## src/rtl/spi_master_tx.sv

```systemverilog
// SPI mode-0 initiator: streams bytes MSB-first on MOSI while capturing MISO,
// holding nCS low across a burst until a byte tagged tx_last has completed.
module spi_master_tx #(
   parameter int CLK_DIV  = 2,
   parameter int CS_SETUP = 1,
   parameter int CS_HOLD  = 1,
   parameter int CS_IDLE  = 2
) (
   input  logic       clk,
   input  logic       reset,
   input  logic [7:0] tx_data,
   input  logic       tx_valid,
   input  logic       tx_last,
   output logic       tx_ready,
   output logic [7:0] rx_data,
   output logic       rx_valid,
   output logic       busy,
   output logic       spi_nCS,
   output logic       spi_sck,
   output logic       spi_mosi,
   input  logic       spi_miso
);

   typedef enum logic [2:0] {
      S_IDLE  = 3'd0,
      S_SETUP = 3'd1,
      S_SHIFT = 3'd2,
      S_LINK  = 3'd3,
      S_HOLD  = 3'd4,
      S_GAP   = 3'd5
   } state_t;

   localparam logic [15:0] DIV_END   = 16'(CLK_DIV - 1);
   localparam logic [15:0] SETUP_END = 16'(CS_SETUP - 1);
   localparam logic [15:0] HOLD_END  = 16'(CS_HOLD - 1);
   localparam logic [15:0] GAP_END   = 16'(CS_IDLE - 1);

   state_t      state_q, state_d;
   logic [15:0] div_q, div_d;
   logic [15:0] tmr_q, tmr_d;
   logic [2:0]  bit_q, bit_d;
   logic [7:0]  tx_sh_q, tx_sh_d;
   logic [7:0]  rx_sh_q, rx_sh_d;
   logic        last_q, last_d;
   logic        sck_q, sck_d;
   logic        ncs_q, ncs_d;
   logic        mosi_q, mosi_d;
   logic [7:0]  rx_data_q, rx_data_d;
   logic        rx_valid_q, rx_valid_d;
   logic        busy_q, busy_d;
   logic        accept;

   // Ready is decoded from state so a byte can be taken in the same cycle.
   assign tx_ready = reset & ((state_q == S_IDLE) | ((state_q == S_LINK) & ~last_q));
   assign accept   = tx_valid & tx_ready;

   always_comb begin
      state_d    = state_q;
      div_d      = div_q;
      tmr_d      = tmr_q;
      bit_d      = bit_q;
      tx_sh_d    = tx_sh_q;
      rx_sh_d    = rx_sh_q;
      last_d     = last_q;
      sck_d      = sck_q;
      ncs_d      = ncs_q;
      mosi_d     = mosi_q;
      rx_data_d  = rx_data_q;
      rx_valid_d = 1'b0;
      case (state_q)
         S_IDLE: begin
            if (accept) begin
               tx_sh_d = tx_data;
               last_d  = tx_last;
               mosi_d  = tx_data[7];
               ncs_d   = 1'b0;
               sck_d   = 1'b0;
               div_d   = 16'd0;
               tmr_d   = 16'd0;
               bit_d   = 3'd0;
               state_d = (CS_SETUP == 0) ? S_SHIFT : S_SETUP;
            end else begin
               state_d = S_IDLE;
            end
         end
         S_SETUP: begin
            if (tmr_q == SETUP_END) begin
               tmr_d   = 16'd0;
               state_d = S_SHIFT;
            end else begin
               tmr_d = tmr_q + 16'd1;
            end
         end
         S_SHIFT: begin
            if (div_q == DIV_END) begin
               div_d = 16'd0;
               sck_d = ~sck_q;
               if (!sck_q) begin
                  rx_sh_d = {rx_sh_q[6:0], spi_miso};
               end else begin
                  // Falling edge: advance MOSI, or close the byte after the 8th fall.
                  bit_d = bit_q + 3'd1;
                  if (bit_q == 3'd7) begin
                     rx_data_d  = rx_sh_q;
                     rx_valid_d = 1'b1;
                     state_d    = S_LINK;
                  end else begin
                     tx_sh_d = {tx_sh_q[6:0], 1'b0};
                     mosi_d  = tx_sh_q[6];
                  end
               end
            end else begin
               div_d = div_q + 16'd1;
            end
         end
         S_LINK: begin
            if (last_q) begin
               tmr_d = 16'd0;
               if (CS_HOLD == 0) begin
                  ncs_d   = 1'b1;
                  state_d = S_GAP;
               end else begin
                  state_d = S_HOLD;
               end
            end else if (accept) begin
               tx_sh_d = tx_data;
               last_d  = tx_last;
               mosi_d  = tx_data[7];
               div_d   = 16'd0;
               bit_d   = 3'd0;
               state_d = S_SHIFT;
            end else begin
               state_d = S_LINK;
            end
         end
         S_HOLD: begin
            if (tmr_q == HOLD_END) begin
               ncs_d   = 1'b1;
               tmr_d   = 16'd0;
               state_d = S_GAP;
            end else begin
               tmr_d = tmr_q + 16'd1;
            end
         end
         S_GAP: begin
            if (tmr_q == GAP_END) begin
               tmr_d   = 16'd0;
               state_d = S_IDLE;
            end else begin
               tmr_d = tmr_q + 16'd1;
            end
         end
         default: begin
            state_d = S_IDLE;
            ncs_d   = 1'b1;
            sck_d   = 1'b0;
         end
      endcase
      busy_d = (state_d != S_IDLE);
   end

   always_ff @(posedge clk) begin
      if (!reset) begin
         state_q    <= S_IDLE;
         div_q      <= 16'd0;
         tmr_q      <= 16'd0;
         bit_q      <= 3'd0;
         tx_sh_q    <= 8'd0;
         rx_sh_q    <= 8'd0;
         last_q     <= 1'b0;
         sck_q      <= 1'b0;
         ncs_q      <= 1'b1;
         mosi_q     <= 1'b0;
         rx_data_q  <= 8'd0;
         rx_valid_q <= 1'b0;
         busy_q     <= 1'b0;
      end else begin
         state_q    <= state_d;
         div_q      <= div_d;
         tmr_q      <= tmr_d;
         bit_q      <= bit_d;
         tx_sh_q    <= tx_sh_d;
         rx_sh_q    <= rx_sh_d;
         last_q     <= last_d;
         sck_q      <= sck_d;
         ncs_q      <= ncs_d;
         mosi_q     <= mosi_d;
         rx_data_q  <= rx_data_d;
         rx_valid_q <= rx_valid_d;
         busy_q     <= busy_d;
      end
   end

   assign rx_data  = rx_data_q;
   assign rx_valid = rx_valid_q;
   assign busy     = busy_q;
   assign spi_nCS  = ncs_q;
   assign spi_sck  = sck_q;
   assign spi_mosi = mosi_q;

endmodule

```

## config.mk

```make
export PLATFORM = sky130hd
export DESIGN_NAME = spi_master_tx
export DESIGN_NICKNAME = d
export VERILOG_FILES = /design/src/rtl/spi_master_tx.sv
export SDC_FILE = /design/constraint.sdc
export NUM_CORES = 1
export LEC_CHECK = 0
export BUFFER_PORTS_ARGS = -buffer_cell sky130_fd_sc_hd__buf_2
export CAP_MARGIN = 25
export CORE_MARGIN = 2
export CORE_UTILIZATION = 60
export CTS_CLUSTER_DIAMETER = 30
export DETAILED_ROUTE_END_ITERATION = 16
export GPL_TIMING_DRIVEN = 0
export HOLD_SLACK_MARGIN = 0.05
export PLACE_DENSITY = 0.87
export SETUP_SLACK_MARGIN = 0.15
export SLEW_MARGIN = 0
export SYNTH_ARGS = -nofsm -noshare
export SYNTH_HDL_FRONTEND = slang
export SYNTH_SLANG_ARGS = --single-unit
```

## constraint.sdc

```tcl
create_clock -name clk -period 2.47 [get_ports clk]
set_clock_uncertainty 0.2 [all_clocks]
set_input_delay 0.247 -clock clk [delete_from_list [all_inputs] [get_ports clk]]
set_output_delay 0.247 -clock clk [all_outputs]
set_load 0.02 [all_outputs]
```

==> results of run 1 <==
## state kept, by name (all words and copies together) (netlist names)
name / cells
bit_q: 3
busy: 1
div_q: 16
last_q: 1
rx_data: 8
rx_sh_q: 8
rx_valid: 1
spi_mosi: 1
spi_nCS: 1
spi_sck: 1
state_q: 3
tmr_q: 16
tx_sh_q: 7
## worst max-delay path by stage
stage                             to  cells after the start
after CTS                 tx_sh_q[6]                      7
after global placement      tmr_q[7]                      7
final                        spi_sck                      8
after detailed placement    tmr_q[7]                      7
after global routing        tmr_q[7]                      8
after floorplan              spi_sck                      7
## where the power goes
part | internal [mW] | switching [mW] | leakage [nW]
logic | 0.0991 | 0.160 | 0.897
clock network | 0.536 | 0.395 | 0.104
registers | 1.10 | 0.0199 | 0.542
total | 1.74 | 0.575 | 1.54
## layer usage
metal,wire length (um),global-route usage [%]
met1,3730,36.0
met2,3810,41.8
met4,159,10.8
met5,0,0
met3,573,5.84
## repair_timing
item                                   4_1_cts  5_1_grt
hold buffers                                 3        0
setup endpoints to repair                    2       50
pin swaps                                    0        3
gates resized for setup                      1       15
buffers inserted                             0        6
endpoints found under the hold margin        3        0
## stage by stage
step	cells	total power [mW]	setup WS, ns	util, %	hold WS [ns]
final	533	2.32	0.257	72.7	0.0690
after global routing	533	2.40	0.128	72.7	0.0699
after CTS	527	2.29	0.167	70.9	0.0638
after detailed placement	510	1.37	0.193	66.6	0.257
after global placement	510	1.37	0.229	66.6	0.242
after floorplan	414	1.31	0.466	-	0.192
## layout make-up
class | count | area share [%]
sequential | 67 | 33.4
multi-input combinational | 310 | 50.3
clock buffer | 12 | 4.10
buffer | 24 | 3.08
inverter | 13 | 1.21
clock inverter | 2 | 0.870
timing repair buffer | 33 | 4.85
tap | 72 | 2.24
## cell usage in the layout, fill, tap and decap left out, drive strengths merged, types with 9 or more instances in the layout
master / count
dfxtp: 67
buf: 45
nor2: 41
nand2: 40
a21oi: 35
mux2i: 24
clkbuf: 21
o21ai: 17
inv: 13
a311oi: 11
nand4: 10
nor4: 10
nand3: 9
## cell families after synthesis
kind of cell,after synthesis,synth area share [%]
flip-flops,67,38.5
AND/OR/NAND/NOR,162,23.9
adder cells (fa/ha/maj),7,2.52
AO/OA/AOI/OAI,110,21.5
XOR/XNOR,5,1.26
multiplexers,26,7.55
buffers and inverters,37,4.75
## worst max-delay path: stages (launching register included)
cell	delay, ns
dfxtp_1	0.35
inv_1	0.06
ha_1	0.16
nor4b_4	0.22
nand4_2	0.23
and2_1	0.23
buf_2	0.17
o31a_1	0.29
o21a_1	0.19
==> flow_results.org, run 1 <==
** Run status
- The run finished with clean final reports.

** Flow run
- The tool flagged a number of max-cap violations equal to 0.

** Power
- The worst-case IR drop observed on VDD is 0.479 mV.
- In this run the static leakage power is roughly 1.5 nW.
- Power spread over the standard cell area amounts to between 500 and 600 nW/um2.

** Timing
- Worst max-slew margin expressed relative to the limit :: 58.5%
- Setup TNS :: 0 ns
- Worst Tran Pin Value :: approximately 0.62 ns
- The final hold violation count came to 0.
- Unrepaired setup endpoints after global routing :: true
- Of the available clock period, the critical path in the final layout requires 89.6%.
- The count of final max-slew check failures is 0.
- Setup violations remaining at the end of the flow were counted as 0.
- Fmax achieved :: between 400 and 500 MHz
- Tmin final :: around 2.2 ns

** Floorplanning
- Width of the die :: about 80 um
- CORE AREA :: 5540 um2
- The die covers between 6000 and 7000 um2.
- During I/O placement, the number of pins put on the boundary was 27.
- Number of placement rows :: 27
- Die Ht :: roughly 80 um
- Once the floorplan was initialized, standard cells occupied between 60% and 70% of the core.

** Synthesis
- Area share of the leading cell type in the synthesized netlist :: 38.5%
- Counting every net in the synthesized netlist gives about 430.
- In the synthesized netlist, the number of instances is 414.
- In the synthesized netlist the dominant register cell turns out to be dfxtp_1.
- Sorting the synthesized cells by area gives the leading types as dfxtp_1, mux2i_1, a21oi_1.
- EDFF count, synth :: 0
- Count of synthesis-stage warnings from yosys :: 0
- dfxtp_1 is the most common cell in the netlist.
- Synthesized area :: about 3500 um2
- The synthesized design contains between 60 and 70 register bits.
- After synthesis, the netlist uses just under 60 different library cells.
- Sequential area share after synthesis :: about two fifths
- In the synthesized netlist the async set-or-reset flop fraction comes to 0%.
- Top cells by instance count after synthesis :: dfxtp_1, nor2_1, nand2_1
- Avg Inst Size Synth :: roughly 8.4 um2
- dfxtp_1 takes more of the synthesized area than any other cell.

** Placement
- Last weighted congestion value of the routability-driven placer :: slightly above 0.9
- In this run the cell area measured after placement is 3690 um2.
- After legalization and detailed placement, the total HPWL measured 5540 um.
- IO buf count :: 24

** Worst hold path
- In this run the most critical hold path is launched from tx_data[1].
- Cell depth of the worst hold path :: 3
- The tightest min-delay check is of the input pin to flop type.
- The path with the worst hold slack has its endpoint at tx_sh_q[1].

** Drt
- Number of DRC markers in iteration 0 :: just under 300
- Vias after detailed routing :: 3,322
- The pre-antenna-repair detailed-routing pass consisted of 5 iterations.
- After detailed routing, the number of remaining DRC violations is 0.
- Wire length per cell :: between 15 and 20 um
- Post-detailed-route count of antenna-violating nets :: 0
- Using the TritonRoute via totals, the vias-per-cell ratio works out to between 6 and 7.
- Wires add up to a little over 8000 um.

** Layout
- 0 antenna diodes ended up in the layout.
- Summing all multi-input logic gate instances after layout gives between 2000 and 2500 um2.
- From synthesis to final layout, the design area changed by 15.7%.
- At the end of the flow, the number of nets in the layout was around 480.
- Number of inserted filler cells in the final layout :: around 430
- Layout cell share with drive strength beyond 1 :: a little under a fifth
- Reg area :: ~1300 um2
- After routing the design area is between 4000 and 5000 um2.

** Critical path
- In this run the critical register-to-register path is launched from div_q[1].
- Kind of launch point of the worst setup path :: flop
- Counting cells, the worst reg-to-reg path comes to 8.
- The worst setup path is captured at a flop.
- Worst setup path class :: flop to flop
- Worst endpoint required time :: between 2 and 3 ns
- The most critical setup path has its startpoint at div_q[1].
- Across all register-to-register paths, the minimum setup slack is ~0.26 ns.
- RR Endpoint :: spi_sck
- Of all nets on the critical path, the largest fanout is 10.
- Signal arrival time at the worst endpoint :: 2.25 ns

** Global route
- Initial antenna violation count :: 0
- The number of global-route vias before repair was 2,951.
- Pin count of the biggest net entering global routing :: 11
- After global routing the overflow that remains totals 0.
- Global Route Usage Sum :: between 20% and 30%
- Wire length of the first global-routing pass :: ~14,000 um

** Clocking
- At the later pin of the worst-skew pair, clock insertion delay measures ~0.35 ns.
- CTS sink cnt :: between 60 and 70
- CTS tree :: built
- The tree is rooted in a clkbuf_8.
- Number of buffers added by the clock tree synthesis step :: 9
- Max clock buf depth :: 2
- Clock-pin slew was measured on the worst setup and hold paths at 0.07 ns.
- H-Tree Depth :: 3
Note: power is estimated with default switching activity, not from simulation.
==> run 2, diff against run 1 <==
Settings changed: CORE_ASPECT_RATIO from default to 0.8, CORE_UTILIZATION 60 to 45, PLACE_DENSITY 0.87 to 0.7, RECOVER_POWER from default to 50.
==> run 2 against run 1 <==
Against the previous run: critical path depth did not move; sequential share of layout area shrank 0.17 points; cell count grew 5.4%; combinational power fell by 5%; non-clock buffer count down 6; via count fell by 1.7%; register-to-register slack worse by 0.05 ns; largest cell class unchanged.
==> flow_results.org, run 2 (same netlist as run 1, synthesis figures left out) <==
** Layout
- Area taken by multi-input logic gates :: 2060 um2 (+1.7%)
- Number of inserted filler cells in the final layout :: 708 (+67%)
- Leading cell type in the layout, fill and taps excluded :: dfxtp_1
- Most used cells in the layout excluding fill and tap cells :: dfxtp_1, nor2_1, nand2_1
- Layout cell share with drive strength beyond 1 :: 15.1% (-3.6 points)
- Reg area :: 1340 um2 (unchanged)
- The number of nets at the end of the flow came to 472 (-1.3%).
- The number of cells in the finished layout apart from fillers is 562 (+5.4%).
- Largest regs :: div_q: 16 flops, tmr_q: 16 flops
- The number of antenna cells inserted came to 0 (unchanged).
- Syn-to-layout area delta :: 16.3%

** Drt
- First-pass detailed-route iteration total :: 5 (unchanged)
- Routed WL :: 8440 um (+2.0%)
- The remaining antenna violation count came to 0 (unchanged).
- The violation count after the first detailed-routing iteration was 267 (-10%).
- The detailed router used layers up to and including met4.
- Via-per-instance ratio :: 5.81 (-6.8%)
- Final routed DRC violation total :: 0 (unchanged)
- Met3 wire length :: 536 um (-6.5%)
- DRT met1 WL :: 4080 um (+9.4%)
- Vias after detailed routing :: 3,264 (-1.7%)
- The average routed wire per standard cell was 15.0 um (-3.3%).
- The routed wire length on met2 is 3750 um (-1.5%).

** Worst hold path
- The worst hold path terminates at spi_mosi.
- In this run the worst hold path is classified as input pin to flop.
- The worst hold path depth is 3 (unchanged).
- The startpoint identified for the worst hold timing path is tx_data[7].

** Critical path
- Buf/Inv on CP :: 3 (+1)
- STA classifies the critical path endpoint as a flop.
- Series of cell instances along the critical path :: clkbuf_1 -> nor4_2 -> and4_1 -> buf_2 -> a21oi_2 -> clkbuf_2 -> a22oi_1 -> o211ai_1
- The worst setup path is of the flop to flop kind.
- Largest incremental delay on the critical path :: 0.32 ns (-0.03 ns)
- The peak fanout along the critical path is 10 (unchanged).
- STA classifies the critical path startpoint as a flop.
- Library cell contributing the largest single delay on the critical path :: nor4_2
- The length in cells of the worst reg-to-reg path is 8 (unchanged).
- The register-to-register path setup slack was 0.20 ns (-0.05 ns).
- In this run the critical register-to-register path is captured at tmr_q[7].
- The required time of the critical path came to 2.49 ns (-0.02 ns).
- Worst r2r src :: tmr_q[3]
- Signal arrival time at the worst endpoint :: 2.28 ns (+0.03 ns)
- Among cell families on the critical path, the largest total delay comes from buffers and inverters.

** Timing
- The final-report setup violation count was 0 (unchanged).
- Fmax achieved :: 441 MHz (-2.3%)
- Worst Tran Pin Value :: 0.677 ns (+0.0600 ns)
- Worst max-slew margin expressed relative to the limit :: 54.7% (-3.8 points)
- Unrepaired setup endpoints after global routing :: true
- The count of final max-slew check failures was 0 (unchanged).
- The worst-case setup margin in the final layout came to 0.205 ns (-0.0524 ns).
- Setup TNS :: 0 ns (unchanged)
- The final period demand of the worst path was 2.27 ns (+0.0524 ns).
- The final cycle utilization of the critical path was 91.7% (+2.1 points).
- Hold violation total from the final report :: 0 (unchanged)

** Floorplanning
- The area inside the core boundary is 7460 um2 (+35%).
- Area enclosed by the die boundary :: 8460 um2 (+32%)
- The number of core rows is 28 (+3.7%).
- The boundary pin count is 27 (unchanged).
- Die Ht :: 82.7 um (+3.1%)
- Width of the die :: 102 um (+28%)
- The effective utilization at floorplan came to 46.6% (-16 points).

** Clocking
- The number of clock sinks is 67 (unchanged).
- Cell at the root of the clock tree :: clkbuf_8
- Worst skew pair latency :: 0.35 ns (about the same)
- TritonCTS built the clock tree.
- Clock-pin slew of the registers on the worst-case setup and hold paths :: 0.08 ns (about the same)
- The number of setup buffers added after CTS was 0 (unchanged).
- Max clock buf depth :: 2 (unchanged)
- H-Tree Depth :: 3 (unchanged)
- Number of buffers added by the clock tree synthesis step :: 9 (unchanged)

** Placement
- Pre-CTS setup slack :: 0.169 ns (-0.0242 ns)
- DPL Wire Length :: 5830 um (+5.3%)
- The placer congestion estimate is 0.833 (-9.8%).
- Post-Place Cells :: 543 (+6.5%)
- IO buf count :: 24 (unchanged)

** Global route
- The first-pass GRT wire length was 13,900 um (+2.2%).
- Pin count of the biggest net entering global routing :: 15 (+4)
- The total grt overflow came to 0 (unchanged).
- The global-route usage over all layers was 21.0% (-5.8 points).
- The number of global-route vias before repair came to 2,955 (+0.14%).
- The initial antenna violation count is 0 (unchanged).

** Run status
- Run status :: complete, no violations

** Power
- Pwr per Cell Area :: 574 nW/um2 (-0.21%)
- Static leakage :: 1.46 nW (-5.2%)
- The maximum VDD drop was 0.498 mV (+3.8%).

** Flow run
- Number of max-cap violations :: 0 (unchanged)
run 2: changes by cell type in the layout (fill, tap and decap cells not counted), sizes merged:
cell / before / now
inv: 13 / 17
clkinv: 1 / 2
clkbuf: 21 / 33
buf: 45 / 24
run 2: through the flow:
stage / hold WS, ns / instance area (um2) / power, mW / util [%]
after global routing: 0.0637 / 4050 / 2.42 / 54.2
after floorplan: 0.192 / 3480 / 1.31 / -
after global placement: 0.250 / 3730 / 1.37 / 50.0
final: 0.0620 / 4050 / 2.32 / 54.2
after detailed placement: 0.251 / 3730 / 1.37 / 50.0
after CTS: 0.0505 / 3970 / 2.33 / 53.2
run 2: worst reg2reg max path, stage by stage, from the launching register on:
cell and delay [ns]:
dfxtp_1 0.30, clkbuf_1 0.18, nor4_2 0.32, and4_1 0.22
buf_2 0.23, a21oi_2 0.15, clkbuf_2 0.23, a22oi_1 0.19
o211ai_1 0.12
run 2: routing by layer:
layer / vias up / global-route usage [%]
met5: - / 0
met1: 1539 / 28.9
met4: 0 / 4.40
met3: 6 / 7.32
li1: 1607 / -
met2: 112 / 31.8
run 2: what timing repair did:
item                                   CTS  global route
setup endpoints to repair                1            41
hold buffers                             3             0
endpoints found under the hold margin    3             0
pin swaps                                0             3
resized for setup                        1            23
run 2: where the power goes:
group          switching, mW  internal [mW]  total [mW]  leakage, nW
Sequential            0.0199           1.10        1.12        0.542
Combinational          0.159         0.0876       0.246        0.815
Clock                  0.468          0.484       0.952        0.107
run 2: area by class of cell:
cell class                      instances  area share [%]
Buffer                                 24            3.09
Sequential cell                        67            33.2
Multi-Input combinational cell        310            50.9
Tap cell                              105            3.25
Timing Repair Buffer                   27            3.31
Clock buffer                            9            3.06
Clock inverter                          7            2.01
Inverter                               13            1.21
run 2: worst max-delay path by stage:
stage	from	endpoint	slack, ns	depth (start not counted)
5_1_grt	tmr_q[3]	tmr_q[7]	0.08	8
6_report	tmr_q[3]	tmr_q[7]	0.20	8
2_1_floorplan	div_q[0]	spi_sck	0.47	7
3_3_place_gp	tmr_q[3]	tmr_q[7]	0.17	7
3_5_place_dp	div_q[0]	spi_mosi	0.17	7
4_1_cts	tmr_q[0]	tmr_q[15]	0.13	7
==> run 3, diff against run 2 <==
Settings changed: RECOVER_POWER 50 to default.
==> run 3 against run 2 <==
Against the previous run: sequential share of layout area decreased by 0.16 points; combinational power about the same; highest routed layer unchanged; critical endpoint unchanged; cell count unchanged; hold slack got worse by 0.0033 ns; flip-flop and latch count unchanged.
==> flow_results.org, run 3 (same netlist as run 1, synthesis figures left out) <==
** Floorplanning
- The floorplan die area was 8460 um2 (unchanged).
- The floorplan die height is 82.7 um (unchanged).
- Number of placement rows :: 28 (unchanged)
- The boundary pin count was 27 (unchanged).
- Starting Density :: 46.6% (unchanged)
- The area inside the core boundary was 7460 um2 (unchanged).
- The chip width came to 102 um (unchanged).

** Clocking
- Setup fix buffers added after clock tree synthesis :: 0 (unchanged)
- TritonCTS built the clock tree.
- Worst skew pair latency :: 0.35 ns (about the same)
- H-Tree Depth :: 3 (unchanged)
- The maximum clock insertion buffer count was 2 (unchanged).
- CTS placed an instance of clkbuf_8 at the clock tree root.
- The CTS clock-pin slew for the worst setup and hold paths was 0.08 ns (about the same).
- The number of CTS-inserted buffers is 9 (unchanged).
- CTS sink cnt :: 67 (unchanged)

** Layout
- Diode count :: 0 (unchanged)
- Leading cell type in the layout, fill and taps excluded :: dfxtp_1
- Most used cells in the layout excluding fill and tap cells :: dfxtp_1, nor2_1, nand2_1
- The largest registers in the layout are div_q: 16 flops, tmr_q: 16 flops.
- Layout cell share with drive strength beyond 1 :: 18.2% (+3.1 points)
- The area growth from synthesis to layout is 16.8%.
- The number of nets at the end of the flow was 472 (unchanged).

** Flow run
- Number of max-cap violations :: 0 (unchanged)

** Timing
- The post-route setup TNS was 0 ns (unchanged).
- The final hold violation count was 0 (unchanged).
- The worst-case headroom to the max-slew limit was 55.0% (+0.36 points).
- The slew at the pin with the worst max-slew slack came to 0.672 ns (-0.00533 ns).
- Tmin final :: 2.20 ns (-0.0605 ns)
- The count of final max-slew check failures came to 0 (unchanged).
- The final-report setup violation count came to 0 (unchanged).
- The maximum operating frequency came to 454 MHz (+2.7%).
- The final cycle utilization of the critical path is 89.3% (-2.5 points).
- Unrepaired setup endpoints after global routing :: true

** Critical path
- The worst setup path is of the flop to flop kind.
- Critical path endpoint category :: flop
- Kind of launch point of the worst setup path :: flop
- The required time of the critical path is 2.49 ns (about the same).
- Worst-case register-to-register setup slack :: 0.27 ns (+0.06 ns)
- The peak fanout along the critical path came to 10 (unchanged).
- Signal arrival time at the worst endpoint :: 2.22 ns (-0.06 ns)

** Global route
- The pin count of the biggest net entering global routing is 15 (unchanged).
- Wire length of the first global-routing pass :: 13,900 um (unchanged)
- The global-route usage over all layers is 21.0% (unchanged).
- The initial antenna violation count was 0 (unchanged).
- The number of global-route vias before repair was 2,955 (unchanged).
- The total grt overflow was 0 (unchanged).

** Placement
- Last weighted congestion value of the routability-driven placer :: 0.833 (unchanged)
- The post-DP HPWL is 5830 um (unchanged).
- IO buf count :: 24 (unchanged)

** Worst hold path
- Worst min-delay path category :: input pin to flop

** Drt
- Number of DRC markers in iteration 0 :: 265 (-0.75%)
- Post-detailed-route count of antenna-violating nets :: 0 (unchanged)
- Routed WL :: 8470 um (+0.41%)
- Wire length per cell :: 15.1 um (+0.41%)
- Final routed DRC violation total :: 0 (unchanged)
- First-pass detailed-route iteration total :: 5 (unchanged)
- The total via count after detailed routing is 3,244 (-0.61%).
- Via-per-instance ratio :: 5.77 (-0.61%)

** Power
- The maximum VDD drop is 0.498 mV (about the same).
- The total leakage power was 1.53 nW (+4.2%).
- The overall power consumption was 2.32 mW (about the same).
- Pwr per Cell Area :: 571 nW/um2 (-0.48%)

** Run status
- Run status :: complete, no violations
==> run 3: cell types whose count changed in the layout (fill, tap and decap cells not counted) <==
cell and delta:
and2_0 -2, and2_1 +2, buf_1 +1, buf_2 +14, buf_4 +1, clkbuf_1 -15, clkbuf_2 -1, o311ai_0 -1
o311ai_1 +1
==> run 3: cell type report <==
cell class              count  area (um2)
well taps                 105         131
flip-flops and latches     67        1340
clock inverters             7        81.3
inverters                  13        48.8
repair buffers             27         150
fillers                   699        3400
multi-input cells         310        2060
clock buffers               9         124
plain buffers              24         129
==> run 3: per-layer routing <==
metal  up-vias  routed length [um]  part of all wire (%)  track usage, %
li1       1602                   -                     -               -
met1      1523                4040                    48            28.9
met2       113                3760                    44            31.8
met4         0                  71                  0.84            4.40
met5         -                   0                     0               0
met3         6                 604                   7.1            7.32
==> run 3: where the power goes <==
group | switching (mW) | internal [mW]
Sequential | 0.0201 | 1.10
Clock | 0.467 | 0.484
Combinational | 0.158 | 0.0897
==> run 3: worst paths after layout <==
kind	depth (start not counted)	endpoint	startpoint
worst max-delay path	8	tmr_q[7]	tmr_q[3]
worst min-delay path	3	spi_mosi	tx_data[7]
worst max register to register	8	tmr_q[7]	tmr_q[3]
worst min register to register	1	bit_q[0]	bit_q[0]
==> run 3: stage by stage <==
step                      util, %  std cells  instance area (um2)  hold WS (ns)  setup WS [ns]
after detailed placement     50.0        543                 3730         0.251          0.169
after global routing         54.5        562                 4070        0.0637          0.130
after floorplan                 -        414                 3480         0.192          0.466
after CTS                    53.2        562                 3970        0.0505          0.135
final                        54.5        562                 4070        0.0587          0.265
after global placement       50.0        543                 3730         0.250          0.166
==> run 3: repair_timing <==
item | 4_1_cts | 5_1_grt
endpoints found under the hold margin | 3 | 0
hold buffers | 3 | 0
resized for setup | 1 | 23
pin swaps | 0 | 3
setup endpoints to repair | 1 | 41
gates cloned | 0 | 0
==> run 3: worst max-delay path, cell delays in order (launching register included) <==
cell,delay [ns]
dfxtp_1,0.30
buf_2,0.15
nor4_2,0.29
and4_1,0.22
buf_2,0.23
a21oi_2,0.14
clkbuf_2,0.23
a22oi_1,0.19
o211ai_1,0.11
